[src/rtl/stream_dwc_down_pkg.sv]
// Shared types and helpers for the stream width down-converter.
// Latency: n/a (declarations only).
// Backpressure: n/a (declarations only).
package stream_dwc_down_pkg;

    // EMPTY: no unsent slices buffered. HOLD: buffer presents a slice.
    typedef enum logic {
        ST_EMPTY = 1'b0,
        ST_HOLD  = 1'b1
    } state_t;

    // Slice index width; a ratio of 1 still needs a 1-bit index so the
    // datapath elaborates without special-casing.
    function automatic int idx_width(input int ratio);
        return (ratio > 1) ? $clog2(ratio) : 1;
    endfunction

endpackage

[src/rtl/stream_dwc_down.sv]
// Splits each IN_WIDTH word into RATIO OUT_WIDTH beats, least-significant slice first.
// Latency: word accepted at edge N presents slice 0 in cycle N+1; one beat per cycle, no bubbles.
// Backpressure: input ready only when empty or when the last slice is being taken this cycle.
module stream_dwc_down
    import stream_dwc_down_pkg::*;
#(
    parameter int IN_WIDTH  = 72,
    parameter int OUT_WIDTH = 24,
    localparam int RATIO    = IN_WIDTH / OUT_WIDTH,
    localparam int CNT_W    = $clog2(RATIO + 1)
) (
    input  logic                 ap_clk,
    input  logic                 ap_rst,
    input  logic [IN_WIDTH-1:0]  in0_V_TDATA,
    input  logic                 in0_V_TVALID,
    output logic                 in0_V_TREADY,
    output logic [OUT_WIDTH-1:0] out_V_TDATA,
    output logic                 out_V_TVALID,
    input  logic                 out_V_TREADY,
    output logic [CNT_W-1:0]     count
);

    localparam int                IDX_W    = idx_width(RATIO);
    localparam logic [IDX_W-1:0]  LAST_IDX = IDX_W'(RATIO - 1);

    // Reject widths that cannot be split into whole slices.
    if ((IN_WIDTH % OUT_WIDTH) != 0 || IN_WIDTH < OUT_WIDTH) begin : g_bad_width
        $error("stream_dwc_down: IN_WIDTH must be a positive multiple of OUT_WIDTH");
    end

    state_t              state;
    state_t              state_nxt;
    logic [IDX_W-1:0]    idx;
    logic [IDX_W-1:0]    idx_nxt;
    logic [IN_WIDTH-1:0] word_buf;
    logic                at_last;
    logic                in_hs;
    logic                out_hs;

    assign at_last = (idx == LAST_IDX);
    assign in_hs   = in0_V_TVALID && in0_V_TREADY;
    assign out_hs  = out_V_TVALID && out_V_TREADY;

    // State register: async reset clears the buffer so no partial word survives.
    always_ff @(posedge ap_clk or posedge ap_rst) begin
        if (ap_rst) begin
            state    <= ST_EMPTY;
            idx      <= '0;
            word_buf <= '0;
        end else begin
            state <= state_nxt;
            idx   <= idx_nxt;
            if (in_hs) begin
                word_buf <= in0_V_TDATA;
            end
        end
    end

    // Next state: a new word wins over advancing the slice index.
    always_comb begin
        state_nxt = state;
        idx_nxt   = idx;
        if (in_hs) begin
            state_nxt = ST_HOLD;
            idx_nxt   = '0;
        end else if (out_hs) begin
            if (at_last) begin
                state_nxt = ST_EMPTY;
                idx_nxt   = '0;
            end else begin
                idx_nxt = idx + IDX_W'(1);
            end
        end
    end

    // Outputs: slice mux and flow control straight from registers, plus the
    // ready pass-through that lets the next word land on the last beat.
    always_comb begin
        out_V_TVALID = (state == ST_HOLD);
        in0_V_TREADY = (state == ST_EMPTY) || (out_V_TREADY && at_last);
        out_V_TDATA  = OUT_WIDTH'(word_buf >> (OUT_WIDTH * int'(idx)));
        count        = (state == ST_HOLD) ? (CNT_W'(RATIO) - CNT_W'(idx)) : '0;
    end

endmodule
[config.mk]
export PLATFORM = sky130hd
export DESIGN_NAME = stream_dwc_down
export DESIGN_NICKNAME = d
export VERILOG_FILES = /design/src/rtl/stream_dwc_down_pkg.sv /design/src/rtl/stream_dwc_down.sv
export SDC_FILE = /design/constraint.sdc
export NUM_CORES = 1
export LEC_CHECK = 0
export BUFFER_PORTS_ARGS = -buffer_cell sky130_fd_sc_hd__buf_2
export CAP_MARGIN = 0
export CELL_PAD_IN_SITES_DETAIL_PLACEMENT = 1
export CELL_PAD_IN_SITES_GLOBAL_PLACEMENT = 2
export CORE_MARGIN = 1.5
export CORE_UTILIZATION = 32
export CTS_BUF_LIST = sky130_fd_sc_hd__clkbuf_16
export CTS_CLUSTER_SIZE = 28
export DETAILED_ROUTE_END_ITERATION = 6
export GPL_TIMING_DRIVEN = 0
export HOLD_SLACK_MARGIN = 0.15
export PLACE_DENSITY = 0.75
export SLEW_MARGIN = 10
export SYNTH_ARGS = -nofsm -noshare
export SYNTH_HDL_FRONTEND = slang
export SYNTH_SLANG_ARGS = --single-unit
[constraint.sdc]
create_clock -name ap_clk -period 2 [get_ports ap_clk]
set_input_delay 0.1 -clock ap_clk [delete_from_list [all_inputs] [get_ports ap_clk]]
set_output_delay 0.1 -clock ap_clk [all_outputs]
set_load 0.005 [all_outputs]
==> reports/results.env, run 1 <==
RESULT_OF_THE_RUN='finished clean'
PLACE_CONGESTION=0.719
GRT_START_MAX_NET_PINS=31
CLOCK_TREE.BUFFER_DEPTH=2
FMAXACHIEVABLE_GHz=0.525
DETAILEDPLACEMENTHPWL_UM=6420
PLACE_WS_PS=154
SETUP_REPAIR_AFTER_GLOBAL_ROUTING_MISSED_ITS_MARGIN='yes'
R2R_SLACK_PS=360
NETLIST.AREA_LEADER.SHARE_PCT=50.5
ANTENNA-DIODE-COUNT=0
SYNTH_AREA_UM2=3720
SYN-MEAN-INSTANCE-AREA_UM2=15.0
POST_ROUTE_SKEW_PS=8.17
HOLD_PATH.CLASS='in -> async'
SEQ_AREA_FRAC_SYNTH_PCT=50.5
WORSTREGTOREGCELLS=6
TIMING.MAX_CAP.VIOLATIONS=0
DETAIL_ROUTE.DRC_VIOLATIONS=0
PATH_CLK_SLEW_PS=60
SYNTH.TOP_CELLS.BY_AREA='sky130_fd_sc_hd__dfrtp_1, sky130_fd_sc_hd__mux2_4, sky130_fd_sc_hd__mux2i_1'
FINAL_HOLD_VIOLATION_COUNT=0
NUMBER_OF_BUFFERS_ADDED_BY_THE_CLOCK_TREE_SYNTHESIS_STEP=9
YOSYSMOSTFREQUENTCELL='sky130_fd_sc_hd__dfrtp_1'
NUM_IO_PINS=104
ANTENNA_FOUND_INITIAL=0
GRT_USE_TOTAL_PCT=17.3
SYNTH_FLOP_CELL='sky130_fd_sc_hd__dfrtp_1'
TOTALPOWERFINAL_mW=7.91
DIE_Y_UM=111
FINISH.INSTANCE_AREA_UM2=5500
DETAILED_PLACE.AREA_UM2=4460
CRITICAL_PATH.STARTPOINT_TYPE='flip-flop'
P_LEAK_nW=2.59
DIE_WIDTH_UM=111
NON_FILLER_INSTANCE_COUNT_AFTER_LAYOUT=586
SYNTH_COMMONEST_CELLS='sky130_fd_sc_hd__dfrtp_1, sky130_fd_sc_hd__mux2_4, sky130_fd_sc_hd__mux2i_1, sky130_fd_sc_hd__nand2_1, sky130_fd_sc_hd__o21ai_0'
FLOORPLAN.DIE_AREA_UM2=12300
FIRST_ITER_VIOLATIONS=48
ASYNC_FLOP_SHARE_PCT=100
PLACEMENT.IO_BUFFERS=103
SLEW_HEADROOM_PCT=64.0
CRITPATHMAXFANOUT=10
N_FILL_CELL=1161
TIMING.CRITICAL_PATH.REQUIRED_PS=1900
WL_PER_CELL_UM=16.9
TIMING.FINAL.WS_SETUP_PS=96.0
CTS_ROOT_BUFFER='sky130_fd_sc_hd__clkbuf_16'
GRT_PASS1_WL_UM=16300
HTREEDEPTH=3
WORST_EP_ARRIVAL_TIME_PS=1800
CLK_LATENCY_PS=330
WORST_PIN_SLEW_PS=540
POST-SYNTH-TOP-AREA-CELL='sky130_fd_sc_hd__dfrtp_1'
CTS_TREE='done'
ROUTE.ANTENNA.REMAINING_NETS=0
POST_CTS.REPAIR.SETUP_BUFFERS=0
ROUTED_VIAS_INST=4.56
NNETSFINAL=515
FINALWIRELENGTH_UM=9930
PEAKVDDDROP_mV=0.616
SYNTH.FF_LATCH_COUNT=75
FP.COREAREA_UM2=11400
RR_ENDPOINT='word_buf[36]'
SINKS_ON_CLOCK_NET=75
CRITICALPATHCATEGORY='reg -> out'
YOSYS.CELL_TYPES.COUNT=19
POST_SYNTH_INST_COUNT=248
FINAL.PERIOD_UTILIZATION_PCT=95.2
FIRST_PASS_ITERS=4
POST_ROUTE_CELLS_DRIVE_ABOVE_1_SHARE_PCT=47.2
SYNTH_FP_NETS=324
GRT_PASS1_VIAS=3069
POWER_DENSITY_nW_PER_UM2=1440
SHORTEST_CLOCK_PERIOD_THE_WORST_PATH_ALLOWS_AFTER_LAYOUT_PS=1900
GLOBAL_ROUTE.OVERFLOW_TOTAL=0
YOSYSWARNINGCOUNT=0
VIA_COUNT=2675
MAXSLEWVIOLCOUNT=0
SETUP-VIOLATIONS-FINAL=0
SYNTHTOLAYOUTAREAGROWTH_PCT=47.9
FIN_SETUP_TNS_PS=0
WORST_SETUP_PATH_END_KIND='output pin'
FP-ROW-COUNT=39
POST_SYNTH_EDFFS=0
FINAL_DESIGN_UTILIZATION_PCT=48.4
INITIAL_UTILIZATION_PCT=32.7
REGTOREGSTARTPOINT='idx[0]'
HOLD-WORST-SLACK_PS=337
DP_CELLS=496
==> worst max-delay path, cell delays in order, from the launching register on <==
cell	delay, ps
sky130_fd_sc_hd__dfrtp_1	380
sky130_fd_sc_hd__buf_4	260
sky130_fd_sc_hd__clkbuf_4	340
sky130_fd_sc_hd__mux2i_1	230
sky130_fd_sc_hd__o21ai_0	110
sky130_fd_sc_hd__buf_2	160
==> kinds of logic after synthesis <==
family | count (synthesis) | share of synthesized area (%)
muxes | 97 | 35.6
DFF | 75 | 50.5
AOI/OAI and AO/OA | 27 | 4.27
and+or+nand+nor | 30 | 3.74
buffers and inverters | 19 | 5.92
==> report_power, final <==
group / total (mW) / internal, mW / switching (mW)
clock network: 1.58 / 0.950 / 0.632
registers: 2.73 / 2.29 / 0.439
logic: 3.60 / 2.18 / 1.41
==> layer usage <==
| metal | vias up | track usage [%] | part of all wire [%] |
|---|---|---|---|
| li1 | 1254 | - | - |
| met1 | 1344 | 22.3 | 46 |
| met2 | 67 | 29.4 | 49 |
| met3 | 10 | 3.12 | 3.7 |
| met4 | 0 | 5.90 | 1.4 |
| met5 | - | 0 | 0 |
==> timing repair <==
action | CTS | global route
setup endpoints to repair | 10 | 20
gates resized for setup | 1 | 6
hold endpoints to repair | 104 | 0
hold buffers | 75 | 0
==> final cells by class <==
class	count	area, um2	share of cell area (%)
plain buffers	17	221	4.03
clock inverters	6	57.6	1.05
repair buffers	180	1310	23.8
well taps	143	179	3.25
multi-input cells	154	1620	29.5
clock buffers	9	225	4.10
flip-flops and latches	75	1880	34.1
inverters	2	11.3	0.205
==> worst max path at each step <==
stage | startpoint | endpoint | slack (ps) | depth (start not counted)
after floorplan | idx[0] | word_buf[0] | 470 | 6
after global placement | idx[1] | out_V_TDATA[7] | 160 | 7
after detailed placement | idx[1] | out_V_TDATA[18] | 150 | 7
after CTS | idx[1] | out_V_TDATA[6] | 10 | 7
after global routing | idx[1] | out_V_TDATA[6] | -20 | 7
final | idx[1] | out_V_TDATA[5] | 100 | 5
==> cells in the final DEF, fill, tap and decap left out, types with 3 or more instances in the layout <==
master,instances
sky130_fd_sc_hd__buf_12,10
sky130_fd_sc_hd__buf_2,104
sky130_fd_sc_hd__buf_4,3
sky130_fd_sc_hd__clkbuf_16,9
sky130_fd_sc_hd__clkinv_2,3
sky130_fd_sc_hd__dfrtp_1,75
sky130_fd_sc_hd__dlygate4sd3_1,75
sky130_fd_sc_hd__mux2_4,70
sky130_fd_sc_hd__mux2i_1,25
sky130_fd_sc_hd__nand2_1,25
sky130_fd_sc_hd__nor2b_1,3
sky130_fd_sc_hd__o21ai_0,23
==> state kept, by name (all words and copies together), names as in the netlist <==
| signal | flops |
|---|---|
| idx | 2 |
| out_V_TVALID | 1 |
| word_buf | 72 |
No activity file was read; power rests on OpenSTA's default activity.
==> run 2: changes to the inputs <==
- ABC_CLOCK_PERIOD_IN_PS: default -> 2000
- BUFFER_PORTS_ARGS: -buffer_cell sky130_fd_sc_hd__buf_2 -> default
- CORE_UTILIZATION: 32 -> 38
- DONT_BUFFER_PORTS: default -> 1
- PLACE_DENSITY: 0.75 -> 0.73
- SLEW_MARGIN: 10 -> 20
==> run 2 against run 1 <==
Final area decreased by 10%. Non-clock buffer count decreased by 102. Largest power group unchanged. Largest cell class unchanged. Final cell count decreased by 20%. Sequential cell count unchanged.
==> reports/results.env, run 2 (synthesis gave the netlist of run 1 again) <==
P_LEAK_nW=2.16
FP.COREAREA_UM2=9370
R2R_SLACK_PS=360
CRITPATHMAXFANOUT=10
MAXSLEWVIOLCOUNT=0
CLOCK_TREE.BUFFER_DEPTH=2
SETUP_REPAIR_AFTER_GLOBAL_ROUTING_MISSED_ITS_MARGIN='no'
SINKS_ON_CLOCK_NET=75
VIA_COUNT=2297
TIMING.MAX_CAP.VIOLATIONS=0
WORSTREGTOREGCELLS=6
NUM_IO_PINS=104
ANTENNA_FOUND_INITIAL=0
ANTENNA-DIODE-COUNT=0
GLOBAL_ROUTE.OVERFLOW_TOTAL=0
DETAIL_ROUTE.DRC_VIOLATIONS=0
HOLD_PATH.CLASS='in -> reg'
SLEW_HEADROOM_PCT=59.3
MULTI_INPUT_COMB_AREA_UM2=1620
POST_ROUTE_SKEW_PS=5.71
PEAKVDDDROP_mV=0.580
SETUP-VIOLATIONS-FINAL=0
INITIAL_UTILIZATION_PCT=39.7
CLK_LATENCY_PS=330
FINALWIRELENGTH_UM=9610
POWER_DENSITY_nW_PER_UM2=1480
N_FILL_CELL=957
CRITICALPATHCATEGORY='reg -> out'
HTREEDEPTH=3
PLACE_WS_PS=267
FP-ROW-COUNT=35
GRT_PASS1_VIAS=2789
GRT_PASS1_WL_UM=15200
SHORTEST_CLOCK_PERIOD_THE_WORST_PATH_ALLOWS_AFTER_LAYOUT_PS=1850
LARGEST-REGISTER='word_buf'
PATH_CLK_SLEW_PS=50
FIN_SETUP_TNS_PS=0
PLACE_CONGESTION=0.728
FIRST_PASS_ITERS=4
DIE_WIDTH_UM=102
CTS_ROOT_BUFFER='sky130_fd_sc_hd__clkbuf_16'
FMAXACHIEVABLE_GHz=0.541
MOST-COMMON-LAYOUT-CELLS='sky130_fd_sc_hd__dlygate4sd3_1, sky130_fd_sc_hd__dfrtp_1, sky130_fd_sc_hd__mux2_4'
NNETSFINAL=413
TIMING.FINAL.WS_SETUP_PS=151
LAYOUT.CELLS.MOST_COMMON='sky130_fd_sc_hd__dlygate4sd3_1'
WORST_SETUP_PATH_END_KIND='output pin'
POST_ROUTE_CELLS_DRIVE_ABOVE_1_SHARE_PCT=30.5
CRITICAL_PATH_SOURCE='idx[1]'
CTS_TREE='done'
RESULT_OF_THE_RUN='finished clean'
PLACEMENT.IO_BUFFERS=0
DETAILEDPLACEMENTHPWL_UM=5850
WHS_PATH_DEPTH=3
LARGEST_REGISTER_FF_COUNT=72
SYNTHTOLAYOUTAREAGROWTH_PCT=32.8
HOLD_PATH_STARTPOINT='in0_V_TVALID'
WORST_HOLD_PATH_ENDPOINT='word_buf[11]'
FIRST_ITER_VIOLATIONS=41
ROUTE.ANTENNA.REMAINING_NETS=0
WORST_EP_ARRIVAL_TIME_PS=1750
ROUTED_VIAS_INST=4.89
WORST_PIN_SLEW_PS=609
FINAL.PERIOD_UTILIZATION_PCT=92.5
GRT_USE_TOTAL_PCT=19.8
GRT_START_MAX_NET_PINS=29
TIMING.CRITICAL_PATH.REQUIRED_PS=1900
REGTOREGSTARTPOINT='idx[0]'
CRITICAL_PATH.STARTPOINT_TYPE='flip-flop'
FINAL_HOLD_VIOLATION_COUNT=0
FLOORPLAN.DIE_AREA_UM2=10400
NUMBER_OF_BUFFERS_ADDED_BY_THE_CLOCK_TREE_SYNTHESIS_STEP=9
RR_ENDPOINT='word_buf[49]'
WL_PER_CELL_UM=20.5
DIE_Y_UM=102
SEQUENTIAL_CELL_AREA_UM2=1880
==> run 2: worst max-delay path, cell delays in order (launching register included) <==
cell and delay, ps:
sky130_fd_sc_hd__dfrtp_1 400, sky130_fd_sc_hd__buf_4 210, sky130_fd_sc_hd__nor2b_1 110, sky130_fd_sc_hd__buf_2 190
sky130_fd_sc_hd__clkbuf_2 270, sky130_fd_sc_hd__nand2_1 100, sky130_fd_sc_hd__o21ai_0 140
==> run 2: cell type report <==
class                   count  share of cell area [%]
flip-flops and latches     75                    38.0
multi-input cells         154                    32.8
repair buffers             78                    16.2
clock buffers               9                    4.56
plain buffers              17                    4.33
well taps                 129                    3.27
clock inverters             6                   0.532
inverters                   2                   0.228
==> run 2: stage by stage <==
step                      total power [mW]  cell area [um2]  utilization, %  hold WS, ps  instances
after floorplan                       5.10             3720               -          208        248
after global placement                5.65             3880            41.4          215        377
after detailed placement              5.75             3920            41.9         70.1        379
after CTS                             7.34             4940            52.7          289        470
after global routing                  7.77             4940            52.7          309        470
final                                 7.30             4940            52.7          301        470
==> run 2: timing repair <==
item,CTS,global route
hold endpoints to repair,122,0
endpoints found under the setup margin,10,0
buffers inserted,0,0
hold buffers,76,0
resized for setup,1,0
==> run 2: how the worst max path moves through the flow <==
stage	end	cells past startpoint	slack (ps)
detailed placement	out_V_TDATA[21]	6	270
finish	out_V_TDATA[16]	6	150
global route	out_V_TDATA[21]	6	2
CTS	out_V_TDATA[21]	6	100
floorplan	word_buf[0]	6	470
global placement	out_V_TDATA[10]	6	300
==> run 2: where the power goes <==
part	switching, mW	internal (mW)	leakage (nW)
sequential	0.470	2.29	0.896
clock	0.605	0.813	0.135
combinational	1.29	1.83	1.13
total	2.37	4.94	2.16
==> run 2: routing by layer <==
layer	vias to the layer above	GRT usage, %	wire [um]
li1	1045	-	-
met1	1166	24.0	4120
met2	75	34.5	4920
met3	11	5.20	476
met4	0	6.01	104
met5	-	0	0
==> run 3: changes to the inputs <==
- CORE_UTILIZATION: 38 -> 25
- PLACE_DENSITY: 0.73 -> 0.52
==> run 3 against run 2 <==
Critical endpoint is now out_V_TDATA[11]. Hold slack worse by 8.2 ps. Critical path depth is the same. Sequential power about the same. Total power is 4.7% higher. Final area grew 2.7%. Highest routed layer unchanged. Clock power rose by 22%. Global-route usage is 5.7 points lower. Combinational power is 2% higher. Core utilization fell by 18 points.
==> reports/results.env, run 3 (synthesis gave the netlist of run 1 again) <==
FINAL_HOLD_VIOLATION_COUNT=0
FINAL_DESIGN_UTILIZATION_PCT=34.9
HOLD_PATH.CLASS='in -> async'
CLOCK_TREE.BUFFER_DEPTH=2
LAYOUT.CELLS.MOST_COMMON='sky130_fd_sc_hd__dlygate4sd3_1'
POST_ROUTE_SKEW_PS=7.76
PLACEMENT.IO_BUFFERS=0
LARGEST_REGISTER_FF_COUNT=72
FIN_SETUP_TNS_PS=0
WL_PER_CELL_UM=19.3
P_LEAK_nW=2.19
POWER_DENSITY_nW_PER_UM2=1510
NUM_IO_PINS=104
FIRST_ITER_VIOLATIONS=25
GRT_START_MAX_NET_PINS=31
N_FILL_CELL=1552
TOTALPOWERFINAL_mW=7.65
FINALWIRELENGTH_UM=10200
ROUTED_VIAS_INST=4.38
DIE_WIDTH_UM=125
PLACE_CONGESTION=0.674
WORST_PIN_SLEW_PS=564
POST_ROUTE_CELLS_DRIVE_ABOVE_1_SHARE_PCT=31.0
LARGEST-REGISTER='word_buf'
CRITPATHMAXFANOUT=10
HTREEDEPTH=3
FIRST_PASS_ITERS=4
DETAILEDPLACEMENTHPWL_UM=6640
VIA_COUNT=2305
FP.COREAREA_UM2=14500
RESULT_OF_THE_RUN='finished clean'
WORST_EP_ARRIVAL_TIME_PS=1730
MOST-COMMON-LAYOUT-CELLS='sky130_fd_sc_hd__dlygate4sd3_1, sky130_fd_sc_hd__dfrtp_1, sky130_fd_sc_hd__mux2_4'
MAXSLEWVIOLCOUNT=0
DIE_Y_UM=125
FLOORPLAN.DIE_AREA_UM2=15600
GRT_PASS1_WL_UM=16400
DETAIL_ROUTE.DRC_VIOLATIONS=0
CRITICALPATHCATEGORY='reg -> out'
GRT_PASS1_VIAS=2762
FP-ROW-COUNT=44
ANTENNA_FOUND_INITIAL=0
SYNTHTOLAYOUTAREAGROWTH_PCT=36.3
MULTI_INPUT_COMB_AREA_UM2=1620
SLEW_HEADROOM_PCT=62.4
CRITICAL_PATH.STARTPOINT_TYPE='flip-flop'
FMAXACHIEVABLE_GHz=0.547
FINAL.PERIOD_UTILIZATION_PCT=91.4
NUMBER_OF_BUFFERS_ADDED_BY_THE_CLOCK_TREE_SYNTHESIS_STEP=9
CTS_ROOT_BUFFER='sky130_fd_sc_hd__clkbuf_16'
WORST_SETUP_PATH_END_KIND='output pin'
TIMING.MAX_CAP.VIOLATIONS=0
FINISH.INSTANCE_AREA_UM2=5070
DETAILED_PLACE.AREA_UM2=3990
SINKS_ON_CLOCK_NET=75
ROUTE.ANTENNA.REMAINING_NETS=0
GRT_USE_TOTAL_PCT=14.0
CTS_TREE='done'
NNETSFINAL=413
CLK_LATENCY_PS=340
SHORTEST_CLOCK_PERIOD_THE_WORST_PATH_ALLOWS_AFTER_LAYOUT_PS=1830
PEAKVDDDROP_mV=0.719
HOLD-WORST-SLACK_PS=293
POST_CTS.REPAIR.SETUP_BUFFERS=0
TIMING.CRITICAL_PATH.REQUIRED_PS=1900
INITIAL_UTILIZATION_PCT=25.6
PATH_CLK_SLEW_PS=60
SETUP-VIOLATIONS-FINAL=0
GLOBAL_ROUTE.OVERFLOW_TOTAL=0
ANTENNA-DIODE-COUNT=0
SEQUENTIAL_CELL_AREA_UM2=1880
[run 3: cell types whose count changed in the layout (fill, tap and decap cells not counted)]
cell,delta
sky130_fd_sc_hd__buf_2,-2
sky130_fd_sc_hd__buf_4,+2
sky130_fd_sc_hd__bufinv_16,+2
sky130_fd_sc_hd__clkbuf_2,-1
sky130_fd_sc_hd__clkbuf_4,+1
sky130_fd_sc_hd__clkinv_1,+1
sky130_fd_sc_hd__inv_1,-2
sky130_fd_sc_hd__o21ai_0,-2
sky130_fd_sc_hd__o21ai_1,+2
[run 3: critical path: stages (launching register included)]
cell and delay (ps):
sky130_fd_sc_hd__dfrtp_1 410, sky130_fd_sc_hd__buf_4 220, sky130_fd_sc_hd__nor2b_1 110, sky130_fd_sc_hd__buf_2 200
sky130_fd_sc_hd__buf_4 230, sky130_fd_sc_hd__nand2_1 70, sky130_fd_sc_hd__o21ai_0 150
[run 3: power breakdown]
| group | internal, mW | switching, mW |
|---|---|---|
| sequential | 2.29 | 0.441 |
| clock | 1.08 | 0.648 |
| combinational | 1.86 | 1.33 |
| total | 5.22 | 2.42 |
[run 3: final timing paths]
kind | startpoint | endpoint | slack (ps) | depth (start not counted)
max reg2reg | idx[0] | word_buf[29] | 350 | 6
min reg2reg | word_buf[63] | word_buf[63] | 510 | 1
min in group ap_clk | in0_V_TVALID | word_buf[11] | 290 | 3
max in group asynchronous | ap_rst | word_buf[66] | 970 | 4
min | ap_rst | word_buf[2] | 290 | 2
max | idx[1] | out_V_TDATA[11] | 170 | 6
[run 3: cell type report]
| class | instances | share of cell area, % |
|---|---|---|
| multi-input combinational | 154 | 32.0 |
| clock inverter | 7 | 1.63 |
| sequential | 75 | 37.0 |
| timing repair buffer | 78 | 15.8 |
| inverter | 2 | 0.222 |
| buffer | 17 | 4.37 |
| clock buffer | 9 | 4.44 |
| tap | 184 | 4.54 |
[run 3: per-layer routing]
metal	global-route usage, %	share of wire (%)	up-vias
li1	-	-	1056
met1	17.6	44	1171
met2	22.7	49	71
met3	5.61	6.5	7
met4	3.01	0.84	0
met5	0	0	-
[run 3: what timing repair did]
action,4_1_cts,5_1_grt
gates resized for setup,1,8
endpoints found under the hold margin,120,0
hold buffers,76,0
setup endpoints to repair,10,20
[run 3: metrics by stage]
step           std cells  worst slack (ps)
6_report             526               172
5_1_grt              526             -1.57
4_1_cts              526              4.51
3_5_place_dp         434               170
3_3_place_gp         432               155
2_1_floorplan        248               474
